File: src/rtl/i2c_target_frontend.sv
// ---------------------------------------------------------------------------
// i2c_target_frontend
//   I2C target protocol engine for the PID gain register bank. Oversamples
//   SCL/SDA on clk (clk >= 16x SCL), decodes START/STOP, the address byte,
//   a register pointer byte and data bytes, and turns them into register
//   write strobes and read fetches.
//
//   Optional build macro: PTR_AUTO_INC_EN
//     defined   -> pointer advances after every data byte, wrapping to 0
//                  once it would exceed MAX_PTR
//     undefined -> pointer only changes in the pointer phase
//
// Ports
//   clk       system clock
//   rst_n     synchronous active-low reset
//   ena       block enable; low holds the engine idle (acts as a STOP)
//   scl_in    raw SCL pad input (asynchronous)
//   sda_in    raw SDA pad input (asynchronous)
//   sda_oe    1 = pull SDA low, 0 = release
//   reg_addr  register pointer presented to the bank
//   wr_data   write data (low 6 bits of the received byte)
//   wr_en     one-clk write strobe
//   rd_data   read value from the bank (valid 2 clk after reg_addr changes)
//   busy      high from an address-matched START until STOP
// ---------------------------------------------------------------------------
module i2c_target_frontend #(
    parameter logic [6:0] DEV_ADDR = 7'h2A,
    parameter int         FILT_LEN = 3,
    parameter logic [7:0] MAX_PTR  = 8'h02
) (
    input  logic       clk,
    input  logic       rst_n,
    input  logic       ena,
    input  logic       scl_in,
    input  logic       sda_in,
    output logic       sda_oe,
    output logic [7:0] reg_addr,
    output logic [5:0] wr_data,
    output logic       wr_en,
    input  logic [5:0] rd_data,
    output logic       busy
);

`ifdef PTR_AUTO_INC_EN
    localparam bit AUTO_INC = 1'b1;
`else
    localparam bit AUTO_INC = 1'b0;
`endif

    typedef enum logic [2:0] {
        ST_IDLE      = 3'd0,
        ST_ADDR      = 3'd1,
        ST_PTR       = 3'd2,
        ST_WDATA     = 3'd3,
        ST_RDATA     = 3'd4,
        ST_RDATA_ACK = 3'd5
    } state_t;

    // Pointer advance after a data byte; a no-op unless auto-increment is built in.
    function automatic logic [7:0] ptr_adv(input logic [7:0] p);
        if (!AUTO_INC) begin
            return p;
        end else if (p >= MAX_PTR) begin
            return 8'h00;
        end else begin
            return p + 8'h01;
        end
    endfunction

    logic [1:0]          scl_sync_r, sda_sync_r;
    logic [FILT_LEN-1:0] scl_hist_r, sda_hist_r;
    logic                scl_f_r, sda_f_r, scl_p_r, sda_p_r;
    logic                scl_rise_s, scl_fall_s, start_s, stop_s;
    logic [7:0]          byte_s;

    state_t     state_r, state_nxt;
    logic [3:0] bit_cnt_r, bit_cnt_nxt;
    logic [7:0] shift_r, shift_nxt;
    logic [7:0] ptr_r, ptr_nxt;
    logic [5:0] wr_data_r, wr_data_nxt;
    logic       wr_en_r, wr_en_nxt;
    logic       sda_oe_r, sda_oe_nxt;
    logic       busy_r, busy_nxt;
    logic       ack_r, ack_nxt;
    logic       rw_r, rw_nxt;
    logic       ld_act_r, ld_act_nxt;
    logic [1:0] ld_cnt_r, ld_cnt_nxt;

    // Synchronize both lines, then accept a level only once it has been stable FILT_LEN clks.
    always_ff @(posedge clk) begin
        if (!rst_n) begin
            scl_sync_r <= 2'b11;
            sda_sync_r <= 2'b11;
            scl_hist_r <= {FILT_LEN{1'b1}};
            sda_hist_r <= {FILT_LEN{1'b1}};
            scl_f_r    <= 1'b1;
            sda_f_r    <= 1'b1;
            scl_p_r    <= 1'b1;
            sda_p_r    <= 1'b1;
        end else begin
            scl_sync_r <= {scl_sync_r[0], scl_in};
            sda_sync_r <= {sda_sync_r[0], sda_in};
            scl_hist_r <= {scl_hist_r[FILT_LEN-2:0], scl_sync_r[1]};
            sda_hist_r <= {sda_hist_r[FILT_LEN-2:0], sda_sync_r[1]};
            if (&scl_hist_r) begin
                scl_f_r <= 1'b1;
            end else if (~|scl_hist_r) begin
                scl_f_r <= 1'b0;
            end
            if (&sda_hist_r) begin
                sda_f_r <= 1'b1;
            end else if (~|sda_hist_r) begin
                sda_f_r <= 1'b0;
            end
            scl_p_r <= scl_f_r;
            sda_p_r <= sda_f_r;
        end
    end

    assign scl_rise_s = scl_f_r & ~scl_p_r;
    assign scl_fall_s = ~scl_f_r & scl_p_r;
    assign start_s    = scl_f_r & scl_p_r & sda_p_r & ~sda_f_r;
    assign stop_s     = scl_f_r & scl_p_r & ~sda_p_r & sda_f_r;
    assign byte_s     = {shift_r[6:0], sda_f_r};

    // Protocol state register and all registered outputs.
    always_ff @(posedge clk) begin
        if (!rst_n) begin
            state_r   <= ST_IDLE;
            bit_cnt_r <= 4'd0;
            shift_r   <= 8'h00;
            ptr_r     <= 8'h00;
            wr_data_r <= 6'h00;
            wr_en_r   <= 1'b0;
            sda_oe_r  <= 1'b0;
            busy_r    <= 1'b0;
            ack_r     <= 1'b0;
            rw_r      <= 1'b0;
            ld_act_r  <= 1'b0;
            ld_cnt_r  <= 2'd0;
        end else begin
            state_r   <= state_nxt;
            bit_cnt_r <= bit_cnt_nxt;
            shift_r   <= shift_nxt;
            ptr_r     <= ptr_nxt;
            wr_data_r <= wr_data_nxt;
            wr_en_r   <= wr_en_nxt;
            sda_oe_r  <= sda_oe_nxt;
            busy_r    <= busy_nxt;
            ack_r     <= ack_nxt;
            rw_r      <= rw_nxt;
            ld_act_r  <= ld_act_nxt;
            ld_cnt_r  <= ld_cnt_nxt;
        end
    end

    // Next-state and next-output decode; bus conditions outrank bit events.
    always_comb begin
        state_nxt   = state_r;
        bit_cnt_nxt = bit_cnt_r;
        shift_nxt   = shift_r;
        ptr_nxt     = ptr_r;
        wr_data_nxt = wr_data_r;
        wr_en_nxt   = 1'b0;
        sda_oe_nxt  = sda_oe_r;
        busy_nxt    = busy_r;
        ack_nxt     = ack_r;
        rw_nxt      = rw_r;
        ld_act_nxt  = ld_act_r;
        ld_cnt_nxt  = ld_cnt_r;
        if (!ena || stop_s) begin
            state_nxt   = ST_IDLE;
            bit_cnt_nxt = 4'd0;
            sda_oe_nxt  = 1'b0;
            busy_nxt    = 1'b0;
            ld_act_nxt  = 1'b0;
        end else if (start_s) begin
            state_nxt   = ST_ADDR;
            bit_cnt_nxt = 4'd0;
            sda_oe_nxt  = 1'b0;
            ld_act_nxt  = 1'b0;
            ack_nxt     = 1'b0;
        end else begin
            case (state_r)
                ST_ADDR, ST_PTR, ST_WDATA: begin
                    // bit_cnt 0..7: data bits; 8: byte done, ACK pending; 9: ACK clock seen
                    if (scl_rise_s) begin
                        if (bit_cnt_r < 4'd8) begin
                            shift_nxt   = byte_s;
                            bit_cnt_nxt = bit_cnt_r + 4'd1;
                            if (bit_cnt_r == 4'd7) begin
                                if (state_r == ST_ADDR) begin
                                    if (byte_s[7:1] == DEV_ADDR) begin
                                        ack_nxt  = 1'b1;
                                        busy_nxt = 1'b1;
                                        rw_nxt   = byte_s[0];
                                    end else begin
                                        ack_nxt     = 1'b0;
                                        state_nxt   = ST_IDLE;
                                        bit_cnt_nxt = 4'd0;
                                    end
                                end else if (state_r == ST_PTR) begin
                                    ptr_nxt = byte_s;
                                    ack_nxt = 1'b1;
                                end else begin
                                    wr_data_nxt = byte_s[5:0];
                                    wr_en_nxt   = 1'b1;
                                    ack_nxt     = 1'b1;
                                end
                            end else begin
                                ack_nxt = 1'b0;
                            end
                        end else begin
                            bit_cnt_nxt = 4'd9;
                            if (state_r == ST_WDATA) begin
                                ptr_nxt = ptr_adv(ptr_r);
                            end else begin
                                ptr_nxt = ptr_r;
                            end
                        end
                    end else if (scl_fall_s) begin
                        if (bit_cnt_r == 4'd8) begin
                            sda_oe_nxt = ack_r;
                        end else if (bit_cnt_r == 4'd9) begin
                            sda_oe_nxt  = 1'b0;
                            bit_cnt_nxt = 4'd0;
                            if (state_r == ST_ADDR && rw_r) begin
                                state_nxt  = ST_RDATA;
                                ld_act_nxt = 1'b1;
                                ld_cnt_nxt = 2'd0;
                            end else if (state_r == ST_ADDR) begin
                                state_nxt = ST_PTR;
                            end else begin
                                state_nxt = ST_WDATA;
                            end
                        end else begin
                            sda_oe_nxt = 1'b0;
                        end
                    end else begin
                        state_nxt = state_r;
                    end
                end
                ST_RDATA: begin
                    // Load waits two clk after entry so rd_data reflects reg_addr; bit 7 goes out on capture.
                    if (ld_act_r) begin
                        if (ld_cnt_r == 2'd2) begin
                            shift_nxt   = {2'b00, rd_data};
                            sda_oe_nxt  = 1'b1;
                            ld_act_nxt  = 1'b0;
                            bit_cnt_nxt = 4'd0;
                        end else begin
                            ld_cnt_nxt = ld_cnt_r + 2'd1;
                        end
                    end else if (scl_rise_s) begin
                        bit_cnt_nxt = bit_cnt_r + 4'd1;
                    end else if (scl_fall_s) begin
                        if (bit_cnt_r == 4'd8) begin
                            sda_oe_nxt  = 1'b0;
                            bit_cnt_nxt = 4'd0;
                            state_nxt   = ST_RDATA_ACK;
                        end else begin
                            shift_nxt  = {shift_r[6:0], 1'b0};
                            sda_oe_nxt = ~shift_r[6];
                        end
                    end else begin
                        state_nxt = state_r;
                    end
                end
                ST_RDATA_ACK: begin
                    if (scl_rise_s) begin
                        if (!sda_f_r) begin
                            ptr_nxt     = ptr_adv(ptr_r);
                            bit_cnt_nxt = 4'd1;
                        end else begin
                            state_nxt   = ST_IDLE;
                            bit_cnt_nxt = 4'd0;
                        end
                    end else if (scl_fall_s && bit_cnt_r == 4'd1) begin
                        state_nxt   = ST_RDATA;
                        bit_cnt_nxt = 4'd0;
                        ld_act_nxt  = 1'b1;
                        ld_cnt_nxt  = 2'd0;
                    end else begin
                        state_nxt = state_r;
                    end
                end
                default: begin
                    state_nxt = ST_IDLE;
                end
            endcase
        end
    end

    assign sda_oe   = sda_oe_r;
    assign reg_addr = ptr_r;
    assign wr_data  = wr_data_r;
    assign wr_en    = wr_en_r;
    assign busy     = busy_r;

endmodule

File: config.mk
export PLATFORM = sky130hd
export DESIGN_NAME = i2c_target_frontend
export DESIGN_NICKNAME = d
export VERILOG_FILES = /design/src/rtl/i2c_target_frontend.sv
export SDC_FILE = /design/constraint.sdc
export NUM_CORES = 1
export LEC_CHECK = 0
export CAP_MARGIN = 15
export CORE_ASPECT_RATIO = 0.9
export CORE_MARGIN = 10
export CORE_UTILIZATION = 35
export CTS_BUF_LIST = sky130_fd_sc_hd__clkbuf_4 sky130_fd_sc_hd__clkbuf_8 sky130_fd_sc_hd__clkbuf_16
export DETAILED_ROUTE_END_ITERATION = 6
export PLACE_DENSITY = 0.61
export SLEW_MARGIN = 20
export SYNTH_ARGS = -nofsm -noshare
export SYNTH_HDL_FRONTEND = slang
export SYNTH_SLANG_ARGS = --single-unit
File: constraint.sdc
create_clock -name clk -period 2.8 [get_ports clk]
set_clock_uncertainty 0.1 [all_clocks]
set_input_delay 0.84 -clock clk [delete_from_list [all_inputs] [get_ports clk]]
set_output_delay 0.84 -clock clk [all_outputs]
set_load 0.005 [all_outputs]
==> results_dict.tcl, run 1 <==
set metrics [dict create \
    endpoint_kind "flip-flop" \
    gr-total-overflow 0 \
    wl_um 6230 \
    max_cap_viol_count 0 \
    synth.avg_cell_area_um2 9.16 \
    cts_buffers 5 \
    dp.cells 401 \
    tritoncts "yes" \
    tightest_slew_ns 0.725 \
    fin_cells 409 \
    syn_to_final_growth_pct 17.9 \
    wl_per_cell_um 15.2 \
    io_buffer_count 27 \
    path_clk_slew_ns 0.11 \
    die_h_um 102 \
    clk_path_buf_depth 2 \
    start_util_pct 36.6 \
    path_class "flip-flop to flip-flop" \
    whs_path_depth 1 \
    cts-htree-levels 2 \
    worst_skew_pair.late_latency_ns 0.32 \
    rsz0062_at_grt "false" \
    post_cts_buffers 0 \
    synth_nets 305 \
    yosysWarnings 0 \
    cp_data_required_time_ns 2.95 \
    p_int_mw 0.923 \
    io_pins 28 \
    slew-limit-headroom_pct 50.4 \
    root_buffer "clkbuf_8" \
    rows 29 \
    min_period_ns 2.33 \
    fin_util_pct 43.2 \
    hold_viol_final 0 \
    vias_per_cell 5.29 \
    hold-worst-slack_ns 0.321 \
    r2r_end "ld_cnt_r[1]$_SDFFE_PN0P_" \
    period_share_pct 83.3 \
    yosysSeqAreaShare_pct 38.1 \
    antennaDiodeCount 0 \
    grt_usage_pct 11.0 \
    yosys.area.top_type_share_pct 38.1 \
    grt_pass1_wl_um 10500 \
    synth-edff-count 0 \
    synth_top_area_cell "dfxtp_1" \
    antenna_found_initial 0 \
    ant_nets 0 \
    min-delay-path-class "flip-flop to flip-flop" \
    ys_async_sr_fraction_pct 0 \
    first_global_vias 2071 \
    hold_buffers 0 \
    p_clk_share_pct 38.2 \
    drc 0 \
    cts_sinks 50 \
    synth_area_um2 2630 \
    finalSetupTns_ns 0 \
    drtPass1Iterations 4 \
    yosysMostFrequentCell "dfxtp_1" \
    worstRegToRegCells 7 \
    reg2reg_setup_slack_ns 0.47 \
    pwr-share-comb_pct 3.3 \
    synth_common_cells "dfxtp_1, nand2_1, mux2i_1" \
    p_per_area_nw_per_um2 395 \
    min_from "sda_sync_r[0]$_SDFF_PN1_" \
    drive_above_1_share_pct 9.49 \
    syn-instance-count 287 \
    drt_iter0_markers 108 \
    synth_area_leaders "dfxtp_1, mux2i_1, nor2b_1" \
    synth_cell_types 59 \
    fmax_mhz 429 \
    regToRegStartpoint "bit_cnt_r[0]$_SDFFE_PP0P_" \
    grt_max_degree 43 \
    p_leak_nw 1.22 \
    arrival_ns 2.48 \
    crit_fanout 7 \
    die_area_um2 11400 \
    swShare_pct 24.6 \
    status "finished, final reports clean" \
    slew_violations 0 \
    startpoint_type "flip-flop" \
    p_switching_mw 0.302 \
    min_to "sda_sync_r[1]$_SDFF_PN1_" \
    coreArea_um2 7180 \
    post_cts_resized 0 \
    synth_seq_cells 50 \
    routed-via-count 2162 \
    dp_hpwl_um 4450 \
    fin_nets 333 \
    setup-violations-final 0 \
    ys.flop_type "dfxtp_1" \
    peakVddDrop_mv 0.278 \
    die_w_um 111 \
    place_congestion 0.869 \
    crit_start "bit_cnt_r[0]$_SDFFE_PP0P_" \
    p_seq_share_pct 58.5 \
]
[metrics by stage]
stage	cell area [um2]	power, mW	setup slack (ns)
floorplan	2630	0.751	0.762
finish	3100	1.22	0.468
global placement	3000	0.773	0.295
global route	3100	1.26	0.335
CTS	3100	1.23	0.488
detailed placement	3000	0.773	0.239
[worst max-delay path, cell delays in order, from the launching register on]
cell and delay (ns):
dfxtp_1 0.47, inv_1 0.09, ha_1 0.21, nand4bb_1 0.28, o31a_1 0.29, a221o_1 0.33
a211oi_2 0.27, mux2i_1 0.21
[power by group through the flow]
stage / Sequential, mW / Combinational, mW / Clock (mW)
floorplan: 0.732 / 0.0186 / 0
global placement: 0.733 / 0.0409 / 0
detailed placement: 0.733 / 0.0407 / 0
CTS: 0.716 / 0.0407 / 0.475
global route: 0.717 / 0.0444 / 0.503
finish: 0.716 / 0.0409 / 0.468
[per-layer routing]
layer  global-route usage [%]  vias to the layer above  routed length [um]
li1                         -                     1076                   -
met1                     14.8                     1033                3130
met2                     16.7                       47                2690
met3                     3.10                        6                 336
met4                     3.06                        0                  75
met5                        0                        -                   0
[worst max-delay path by stage]
stage / to / slack, ns
floorplan: state_r[0]$_SDFFE_PP0P_ / 0.76
global placement: wr_data[0]$_SDFFE_PN0P_ / 0.30
global route: ld_cnt_r[1]$_SDFFE_PN0P_ / 0.33
CTS: ld_cnt_r[1]$_SDFFE_PN0P_ / 0.49
finish: ld_cnt_r[1]$_SDFFE_PN0P_ / 0.47
detailed placement: wr_data[4]$_SDFFE_PN0P_ / 0.24
[cell families (layout without fill, tap and decap cells)]
| family | Yosys count | after routing | share of synthesized area, % |
|---|---|---|---|
| and+or+nand+nor | 115 | 115 | 25.5 |
| AOI/OAI and AO/OA | 63 | 63 | 18.5 |
| DFF | 50 | 50 | 38.1 |
| muxes | 26 | 26 | 9.99 |
| buffers and inverters | 25 | 54 | 4.33 |
| adders and majority gates | 7 | 7 | 3.33 |
| xor gates and xnor gates | 1 | 1 | 0.333 |
[sequential cells by signal (all words and copies together) (netlist names), 2 cells and up]
| name | flops |
|---|---|
| reg_addr | 8 |
| shift_r | 7 |
| wr_data | 6 |
| bit_cnt_r | 4 |
| scl_hist_r | 3 |
| sda_hist_r | 3 |
| state_r | 3 |
| ld_cnt_r | 2 |
| scl_sync_r | 2 |
| sda_sync_r | 2 |
[cell type report]
| cell class | count | area, um2 |
|---|---|---|
| clock buffers | 5 | 68.8 |
| flip-flops and latches | 50 | 1000 |
| inverters | 11 | 41.3 |
| multi-input cells | 212 | 1520 |
| fillers | 735 | 4080 |
| clock inverters | 3 | 28.8 |
| repair buffers | 35 | 330 |
| well taps | 93 | 116 |
[cell usage in the layout, fill, tap and decap left out, types with 2 or more instances in the layout]
cell,netlist,layout
dfxtp_1,50,50
nand2_1,27,27
clkdlybuf4s50_1,0,27
mux2i_1,24,24
nor2b_1,19,19
nand2b_1,17,17
a21oi_1,14,14
nor2_1,13,13
inv_1,11,11
nand3_1,9,9
buf_4,2,8
o21ai_0,7,7
ha_1,7,7
o211a_1,6,6
nand3b_1,5,5
clkbuf_8,0,5
a211oi_2,4,4
o211ai_1,4,4
nand4_1,3,3
and3_1,3,3
a21o_1,3,3
nor3b_1,2,2
a211oi_1,2,2
nand4bb_1,2,2
a21boi_0,2,2
o22ai_1,2,2
and2_1,2,2
o21bai_1,2,2
a21boi_1,2,2
nor3_1,2,2
and4b_1,2,2
a31oi_1,2,2
clkinv_4,0,2
(Power assumes the default switching activity.)
==> inputs of run 2 (changes only) <==
--- a/config.mk
+++ b/config.mk
@@ -11,7 +11,7 @@
 export CORE_UTILIZATION = 35
 export CTS_BUF_LIST = sky130_fd_sc_hd__clkbuf_4 sky130_fd_sc_hd__clkbuf_8 sky130_fd_sc_hd__clkbuf_16
 export DETAILED_ROUTE_END_ITERATION = 6
-export PLACE_DENSITY = 0.61
+export PLACE_DENSITY = 0.63
 export SLEW_MARGIN = 20
 export SYNTH_ARGS = -nofsm -noshare
 export SYNTH_HDL_FRONTEND = slang
==> constraint.sdc (replaced) <==
create_clock -name clk -period 2 [get_ports clk]
set_clock_uncertainty 0.1 [all_clocks]
set_input_delay 0.6 -clock clk [delete_from_list [all_inputs] [get_ports clk]]
set_output_delay 0.6 -clock clk [all_outputs]
set_load 0.005 [all_outputs]
==> run 2 against run 1 <==
Net effect:
- the flow now finishes with violations (negative setup slack)
- flip-flop and latch count stayed put
- critical path depth stayed put
- clock-buffer cell count stayed put
- critical endpoint is now state_r[0]$_SDFFE_PP0P_
- maximum frequency is 13% higher
- wire length is 8.9% higher
- sequential power is 40% higher
- first-iteration DRC count is 56% higher
==> results_dict.tcl, run 2 (same netlist as run 1, synthesis figures left out) <==
set metrics [dict create \
    cts-htree-levels 2 \
    placed_cell_area_um2 3240 \
    first_global_vias 2319 \
    min_period_ns 2.06 \
    tightest_slew_ns 0.472 \
    mostFrequentLayoutCells "buf_4, dfxtp_1, nand2_1, clkdlybuf4s50_1, mux2i_1" \
    crit_fanout 4 \
    antenna_found_initial 0 \
    worst_skew_pair.late_latency_ns 0.32 \
    slew-limit-headroom_pct 68.1 \
    place_congestion 0.914 \
    gr-total-overflow 0 \
    largest_register_ffs 8 \
    tritoncts "yes" \
    slew_violations 0 \
    rows 29 \
    max_cap_viol_count 0 \
    cp_data_required_time_ns 2.11 \
    wl_um 6790 \
    drt_iter0_markers 168 \
    die_h_um 102 \
    drtPass1Iterations 4 \
    antennaDiodeCount 0 \
    grt_usage_pct 11.6 \
    peakVddDrop_mv 0.367 \
    start_util_pct 36.6 \
    hold-worst-slack_ns 0.316 \
    root_buffer "clkbuf_8" \
    path_cells "inv_4 > ha_4 > nand3b_1 > or4b_4 > a32oi_2 > and4b_1 > a211oi_2" \
    min-delay-path-class "flip-flop to flip-flop" \
    design_area_um2 3590 \
    hold_buffers 0 \
    rsz0062_at_grt "true" \
    cp_top_family "simple AND/OR/NAND/NOR gates" \
    cts_sinks 50 \
    grt_pass1_wl_um 11300 \
    vias_per_cell 5.20 \
    violations "negative setup slack" \
    grt_max_degree 43 \
    max_stage_delay_ns 0.55 \
    path_class "flip-flop to flip-flop" \
    fin_cells 448 \
    dp.cells 432 \
    die_w_um 111 \
    cts_buffers 5 \
    status "complete, but fails checks" \
    clk_path_buf_depth 2 \
    arrival_ns 2.18 \
    startpoint_type "flip-flop" \
    setup-violations-final 5 \
    endpoint_kind "flip-flop" \
    final_common_cell "buf_4" \
    ant_nets 0 \
    crit_buf_inv 1 \
    die_area_um2 11400 \
    io_pins 28 \
    drc 0 \
    timing.final.ws_setup_ns -0.0610 \
    period_share_pct 103 \
    syn_to_final_growth_pct 36.3 \
    hold_viol_final 0 \
    place_ws_ns -0.192 \
    dp_hpwl_um 4920 \
    reg2reg_setup_slack_ns -0.06 \
    fillers 701 \
    coreArea_um2 7180 \
    critPathSlowestCell "or4b_4" \
    path_clk_slew_ns 0.10 \
    fin_nets 372 \
    io_buffer_count 27 \
    routed-via-count 2328 \
    p_leak_nw 1.43 \
    drive_above_1_share_pct 26.5 \
    p_per_area_nw_per_um2 509 \
    fmax_mhz 485 \
    wl_per_cell_um 15.1 \
]
[run 2: changes by cell type in the layout (fill, tap and decap cells not counted), sizes merged]
cell      change
clkinvlp      +1
bufinv        +1
buf          +39
clkinv        -2
[run 2: what timing repair did]
item | CTS | global route
setup buffers | 4 | 3
pin swaps | 6 | 11
endpoints found under the setup margin | 14 | 23
gates resized for setup | 20 | 18
cloned | 0 | 1
[run 2: final timing paths]
path,start,endpoint,depth (start not counted)
hold reg to reg,scl_sync_r[1]$_SDFF_PN1_,scl_hist_r[0]$_SDFF_PN1_,1
setup reg to reg,bit_cnt_r[1]$_SDFFE_PP0P_,state_r[0]$_SDFFE_PP0P_,7
setup / recovery,bit_cnt_r[1]$_SDFFE_PP0P_,state_r[0]$_SDFFE_PP0P_,7
hold / removal,scl_sync_r[1]$_SDFF_PN1_,scl_hist_r[0]$_SDFF_PN1_,1
[run 2: through the flow]
step | power (mW) | TNS (ns) | util, %
2_1_floorplan | 1.05 | 0 | -
3_3_place_gp | 1.09 | -3.25 | 45.1
3_5_place_dp | 1.09 | -4.08 | 45.1
4_1_cts | 1.84 | -0.279 | 48.0
5_1_grt | 1.89 | -1.04 | 49.9
6_report | 1.83 | -0.153 | 49.9
[run 2: area by class of cell]
type                            count  area (um2)  share of cell area, %
Clock buffer                        5        68.8                   1.92
Inverter                           11        43.8                   1.22
Sequential cell                    50        1010                   28.2
Clock inverter                      3        48.8                   1.36
Tap cell                           93         116                   3.24
Timing Repair Buffer               74         634                   17.7
Multi-Input combinational cell    212        1660                   46.4
[run 2: metal layers]
layer  global-route usage [%]  vias up  wire length (um)  share of wire, %
met5                        0        -                 0                 0
met4                     5.03        0               130               1.9
met3                     2.34       10               352               5.2
met2                     17.8       57              3020                45
met1                     15.4     1104              3280                48
li1                         -     1157                 -                 -
[run 2: where the power goes]
group	internal (mW)	leakage (nW)	switching (mW)
registers	1.00	0.406	0.00197
clock network	0.381	0.0563	0.377
logic	0.0363	0.966	0.0281
total	1.42	1.43	0.407
